## config.mk

```make
export PLATFORM = sky130hd
export DESIGN_NAME = uart_fifo_tx
export DESIGN_NICKNAME = d
export VERILOG_FILES = /design/src/rtl/uart_pkg.sv /design/src/rtl/uart_fifo_tx.sv
export SDC_FILE = /design/constraint.sdc
export NUM_CORES = 1
export LEC_CHECK = 0
export BUFFER_PORTS_ARGS = -buffer_cell sky130_fd_sc_hd__buf_2
export CAP_MARGIN = 0
export CORE_MARGIN = 5
export CORE_UTILIZATION = 50
export CTS_BUF_LIST = sky130_fd_sc_hd__clkbuf_8
export DETAILED_ROUTE_END_ITERATION = 10
export PLACE_DENSITY = 0.73
export SYNTH_ARGS = -nofsm -noshare
export SYNTH_HDL_FRONTEND = slang
export SYNTH_SLANG_ARGS = --single-unit
export TNS_END_PERCENT = 50
```

## constraint.sdc

```tcl
create_clock -name clk -period 2.05 [get_ports clk]
set_input_delay 0.205 -clock clk [delete_from_list [all_inputs] [get_ports clk]]
set_output_delay 0.205 -clock clk [all_outputs]
set_load 0.05 [all_outputs]
```

## src/rtl/uart_pkg.sv

```systemverilog
// Shared UART definitions, used by both the transmitter and the companion receiver.
package uart_pkg;

  typedef enum logic [2:0] {
    TX_IDLE,
    TX_START,
    TX_DATA,
    TX_PARITY,
    TX_STOP
  } tx_state_t;

endpackage

```

## src/rtl/uart_fifo_tx.sv

```systemverilog
// UART transmitter draining the show-ahead read side of an async_fifo.
// Frame: start bit, DATA_WIDTH data bits LSB first, optional even parity, STOP_BITS stop bits.
// Optional feature: define UART_TX_PARITY_EN to insert an even parity bit after the data bits.
module uart_fifo_tx
  import uart_pkg::*;
#(
  parameter int DATA_WIDTH     = 8,
  parameter int CLOCKS_PER_BIT = 868,
  parameter int STOP_BITS      = 1
) (
  input  logic                  clk,
  input  logic                  reset_n,
  input  logic                  fifo_empty,
  input  logic [DATA_WIDTH-1:0] fifo_data,
  output logic                  fifo_read_en,
  input  logic                  tx_enable,
  output logic                  tx,
  output logic                  tx_busy
);

  localparam int TW = $clog2(CLOCKS_PER_BIT);
  localparam int BW = (DATA_WIDTH > 1) ? $clog2(DATA_WIDTH) : 1;
  localparam int SW = 1;
  localparam logic [TW-1:0] TIMER_LAST = TW'(CLOCKS_PER_BIT - 1);
  localparam logic [BW-1:0] BIT_LAST   = BW'(DATA_WIDTH - 1);
  localparam logic [SW-1:0] STOP_LAST  = SW'(STOP_BITS - 1);

  tx_state_t             state_q, state_d;
  logic [TW-1:0]         timer_q, timer_d;
  logic [BW-1:0]         bit_cnt_q, bit_cnt_d;
  logic [SW-1:0]         stop_cnt_q, stop_cnt_d;
  logic [DATA_WIDTH-1:0] shift_q, shift_d;
  logic                  tx_q, tx_d;
  logic                  bit_end;
  logic                  stop_last_cycle;
  logic                  pop;
`ifdef UART_TX_PARITY_EN
  logic                  parity_q, parity_d;
`endif

  assign bit_end         = (timer_q == TIMER_LAST);
  assign stop_last_cycle = (state_q == TX_STOP) && bit_end && (stop_cnt_q == STOP_LAST);
  // Gated by reset_n so no word is popped (and lost) while the block is held in reset.
  assign pop             = reset_n && tx_enable && !fifo_empty &&
                           ((state_q == TX_IDLE) || stop_last_cycle);

  assign fifo_read_en = pop;
  assign tx           = tx_q;
  assign tx_busy      = (state_q != TX_IDLE);

  // Next-state, counter and line-level logic.
  always_comb begin
    state_d    = state_q;
    timer_d    = ((state_q == TX_IDLE) || bit_end) ? '0 : timer_q + TW'(1);
    bit_cnt_d  = bit_cnt_q;
    stop_cnt_d = stop_cnt_q;
    shift_d    = shift_q;
`ifdef UART_TX_PARITY_EN
    parity_d   = parity_q;
    if (pop) parity_d = ^fifo_data;
`endif
    if (pop) shift_d = fifo_data;

    case (state_q)
      TX_IDLE: begin
        if (pop) state_d = TX_START;
      end
      TX_START: begin
        if (bit_end) begin
          state_d   = TX_DATA;
          bit_cnt_d = '0;
        end
      end
      TX_DATA: begin
        if (bit_end) begin
          shift_d = shift_q >> 1;
          if (bit_cnt_q == BIT_LAST) begin
            bit_cnt_d  = '0;
            stop_cnt_d = '0;
`ifdef UART_TX_PARITY_EN
            state_d    = TX_PARITY;
`else
            state_d    = TX_STOP;
`endif
          end else begin
            bit_cnt_d = bit_cnt_q + BW'(1);
          end
        end
      end
`ifdef UART_TX_PARITY_EN
      TX_PARITY: begin
        if (bit_end) begin
          state_d    = TX_STOP;
          stop_cnt_d = '0;
        end
      end
`endif
      TX_STOP: begin
        if (bit_end) begin
          if (stop_cnt_q == STOP_LAST) begin
            stop_cnt_d = '0;
            state_d    = pop ? TX_START : TX_IDLE;
          end else begin
            stop_cnt_d = stop_cnt_q + SW'(1);
          end
        end
      end
      default: state_d = TX_IDLE;
    endcase

    // Line level is decoded from the next state so tx stays a registered output.
    case (state_d)
      TX_START: tx_d = 1'b0;
      TX_DATA:  tx_d = shift_d[0];
`ifdef UART_TX_PARITY_EN
      TX_PARITY: tx_d = parity_d;
`endif
      default:  tx_d = 1'b1;
    endcase
  end

  // State, counters, shift register and line register.
  always_ff @(posedge clk or negedge reset_n) begin
    if (!reset_n) begin
      state_q    <= TX_IDLE;
      timer_q    <= '0;
      bit_cnt_q  <= '0;
      stop_cnt_q <= '0;
      shift_q    <= '0;
      tx_q       <= 1'b1;
`ifdef UART_TX_PARITY_EN
      parity_q   <= 1'b0;
`endif
    end else begin
      state_q    <= state_d;
      timer_q    <= timer_d;
      bit_cnt_q  <= bit_cnt_d;
      stop_cnt_q <= stop_cnt_d;
      shift_q    <= shift_d;
      tx_q       <= tx_d;
`ifdef UART_TX_PARITY_EN
      parity_q   <= parity_d;
`endif
    end
  end

endmodule

```

==> summary by stage <==
Flow run
Across the run, the number of max-cap violations was 0.

Worst setup path
Traced cell by cell, the critical path runs through ha_2 -> nor3b_4 -> a31oi_4 -> nor2_2 -> clkbuf_4. At the worst endpoint, the arrival time is roughly 1.7 ns. The delay of the slowest critical-path stage is 0.40 ns. STA classifies the critical path startpoint as a flip-flop. The buffering stage count on the worst path with inverters included is 1. The class of the most critical setup path is reg -> out.

The kind of end point of the critical path is an output pin. The largest individual stage delay along the critical path comes from the cell sky130_fd_sc_hd__dfrtp_1. The required time of the worst setup path is 1.85 ns. The kind of cell adding the most delay to the critical path is simple AND/OR/NAND/NOR gates. The largest fanout of any net on the critical path is 10.

Global routing
The initial antenna violation count was 0. The via count of the first global-routing pass is 1107. The global-route usage over all layers is 0.171. The remaining global-route overflow is 0. The first global-routing pass estimated 4890 µm of wire.

The maximum number of pins on one net before global-route repair is 26.

Timing
Based on the critical path, the design can be clocked at up to 0.513 GHz. Adding up every negative setup slack in the final design gives 0 ns. The final-report setup violation count is 0. In the finished design, the share of the clock period the worst path needs comes to 0.950.

Setup repair after global routing left no endpoint under its margin. The largest clock skew in the final design is 0.00503 ns. The actual slew at the worst max-slew pin is 0.364 ns. The shortest period the worst path allows is 1.95 ns. The number of pins exceeding their max-slew limit in the final report is 0. The number of hold-slack violations in the final timing report is 0. The normalized max-slew margin is 0.757.

Detailed routing
The total number of vias is between 1000 and 1500. Using the TritonRoute via totals, the vias-per-cell ratio works out to 5.92. For this block, the initial DRC count from the detailed router was 49. The overall routed net length is 2760 µm. The routed length per placed instance is 15.2 µm.

The residual antenna-violating net count after detailed routing is 0. For this run, design rule violations remaining after detail routing come to 0. For this run, the detailed router's first-pass iteration total came to 4.

Pwr
Power spread over the standard cell area amounts to 522 mW/mm². The share of total power dissipated in combinational logic is 0.031. The total leakage power is 0.581 nW.

The share of total power dissipated in sequential elements is 0.617. The cell-internal power is around 0.64 mW. Of the total power, the share spent switching nets is 0.202.

The analysis attributes to net switching a power of 0.162 mW. The worst supply voltage drop on vdd is about 0.00034 V. The portion of total power attributed to the clock network is 0.352.

Placement
At the end of routability-driven placement, the weighted congestion stood at 0.812. During placement, the flow inserted port buffers numbering 14. The number of cells in the design after placement is 176.

The HPWL after detailed placement is 2040 µm.

Logic synthesis
Summing every instance area after synthesis gives between 0.001 and 0.0015 mm². The number of synthesized flops with an enable pin is 0. Sorting the synthesized cells by area gives the leading types as sky130_fd_sc_hd__dfrtp_1, sky130_fd_sc_hd__nand3_1, sky130_fd_sc_hd__nor2_1, sky130_fd_sc_hd__xnor2_1, sky130_fd_sc_hd__a31oi_1. The share of the Yosys chip area taken by registers is 0.466. Synthesis produced between 100 and 150 cells. Counting instances in the post-synthesis netlist gives the leading cell types as sky130_fd_sc_hd__dfrtp_1, sky130_fd_sc_hd__nor2_1, sky130_fd_sc_hd__nand3_1.

After synthesis, the mean cell area works out to 10.0 µm². The proportion of netlist area held by the largest area contributor is 0.447. The most area-hungry cell type in the Yosys netlist is sky130_fd_sc_hd__dfrtp_1. When the netlist entered floorplanning its net count stood at 149. The prevailing post-synth register cell is sky130_fd_sc_hd__dfrtp_1. Synthesis inferred 25 register bits. The netlist uses 41 different library cells. The total number of yosys warnings is 0.

The post-synthesis async set-or-reset flop share is 1.00. The most common cell in the synthesized netlist is sky130_fd_sc_hd__dfrtp_1.

Die
The floorplan die area is 0.00382 mm². The die is 61.8 µm wide. For this design the top-level I/O count stands at 15. The die is 61.8 µm tall. The core footprint is 0.00252 mm². The initial utilization of the core area, before any placement, comes to 0.533.

The initialized floorplan defines 18 standard-cell rows.

Layout
The storage element area is approximately 630 µm². The number of inserted diodes is 0. The number of cells in the finished layout apart from fillers is 182. The layout cell share with drive strength beyond 1 is 0.217. The multi-input logic area is 708 µm². For this run, the post-layout net count is 168. The number of filler instances in the final layout is 227. The share of the core filled with cells in the final layout is 0.608. The synthesis-to-finish area growth is 14.2%.

Hold path
The path class of the tightest hold or removal check is in -> reg.

Clock network
TritonCTS built the clock tree. CTS saw 25 sinks. The largest buffer count on any clock path is 2. Counting the buffers created by CTS gives 3. The insertion delay to the later sink of the worst-skew pair is 0.26 ns. CTS built an H-tree with a depth of 1. The master cell of the clock root buffer is sky130_fd_sc_hd__clkbuf_8. Clock-pin slew was measured on the worst setup and hold paths at about 0.090 ns.

Run status
The flow ran to the end, and the final reports show no timing, DRC or antenna violations.
-- sequential cells by signal, indices dropped and copies added (netlist names) --
register,flops
bit_cnt_q,3
tx,1
timer_q,10
shift_q,8
state_q,3
-- stage by stage --
stage               power, mW  hold slack, ns  cell area [µm²]  setup WS [ns]
floorplan               0.505         -0.0906             1350          0.230
global placement        0.527           0.249             1450          0.338
detailed placement      0.528           0.257             1450          0.138
CTS                     0.809           0.179             1520         0.0563
global route            0.833           0.201             1530        0.00378
finish                  0.800           0.179             1530          0.102
-- repair_timing --
| action | in CTS | in global routing |
|---|---|---|
| hold endpoints to repair | 24 | 0 |
| gates resized for setup | 1 | 4 |
| buffers inserted | 1 | 0 |
| endpoints found under the setup margin | 1 | 2 |
| hold buffers | 1 | 0 |
-- final timing paths --
path,slack [ns],end,depth (start not counted),startpoint
min in group asynchronous,0.49,shift_q[0],3,reset_n
worst max-delay path,0.10,fifo_read_en,5,timer_q[0]
max in group asynchronous,1.28,tx,3,reset_n
worst min register to register,0.50,timer_q[0],1,timer_q[0]
worst min-delay path,0.18,shift_q[7],3,fifo_data[7]
worst max register to register,0.15,bit_cnt_q[0],6,timer_q[0]
-- power groups by stage --
stage | logic (mW) | clock network, mW | registers, mW
2_1_floorplan | 0.00194 | 0 | 0.504
6_report | 0.0249 | 0.281 | 0.494
3_3_place_gp | 0.0237 | 0 | 0.503
3_5_place_dp | 0.0243 | 0 | 0.504
5_1_grt | 0.0291 | 0.310 | 0.494
4_1_cts | 0.0259 | 0.289 | 0.494
-- kinds of logic after synthesis --
logic type | count (synthesis) | synth area share
buffers and inverters | 6 | 0.0223
DFF | 25 | 0.466
adders and majority gates | 3 | 0.0279
AOI/OAI and AO/OA | 29 | 0.162
xor gates and xnor gates | 9 | 0.0587
and+or+nand+nor | 62 | 0.263
-- cell usage in the layout, fill, tap and decap left out, types with 3 or more instances in the layout --
master	synthesis	layout
sky130_fd_sc_hd__nand3_1	14	14
sky130_fd_sc_hd__xor2_1	4	4
sky130_fd_sc_hd__xnor2_1	5	5
sky130_fd_sc_hd__o31ai_1	3	3
sky130_fd_sc_hd__clkbuf_8	0	3
sky130_fd_sc_hd__dfrtp_1	24	24
sky130_fd_sc_hd__a31oi_1	6	6
sky130_fd_sc_hd__nand2_1	4	4
sky130_fd_sc_hd__o21ai_1	6	6
sky130_fd_sc_hd__and2_1	4	4
sky130_fd_sc_hd__nor2_1	18	17
sky130_fd_sc_hd__o21ai_0	3	3
sky130_fd_sc_hd__buf_2	3	13
sky130_fd_sc_hd__buf_4	1	4
sky130_fd_sc_hd__nand4_1	4	4
-- cell type report --
| class | instances | share of cell area |
|---|---|---|
| inverters | 1 | 0.00245 |
| multi-input cells | 103 | 0.462 |
| repair buffers | 19 | 0.0734 |
| clock buffers | 3 | 0.0269 |
| well taps | 30 | 0.0245 |
| clock inverters | 1 | 0.00245 |
| flip-flops and latches | 25 | 0.409 |
-- worst min-delay path: cells and delay by family --
| kind | cells | cell delay [ns] |
|---|---|---|
| AO/OA/AOI/OAI | 1 | 0.05 |
| buffers and inverters | 1 | 0.10 |
| AND/OR/NAND/NOR | 1 | 0.05 |
-- routing by layer --
| metal | track usage | part of all wire | vias to the layer above |
|---|---|---|---|
| met4 | 0.0606 | 0.013 | 0 |
| met1 | 0.233 | 0.47 | 529 |
| met5 | 0 | 0 | - |
| met3 | 0.0248 | 0.031 | 4 |
| li1 | - | - | 531 |
| met2 | 0.280 | 0.49 | 13 |
No activity file was read; power rests on OpenSTA's default activity.
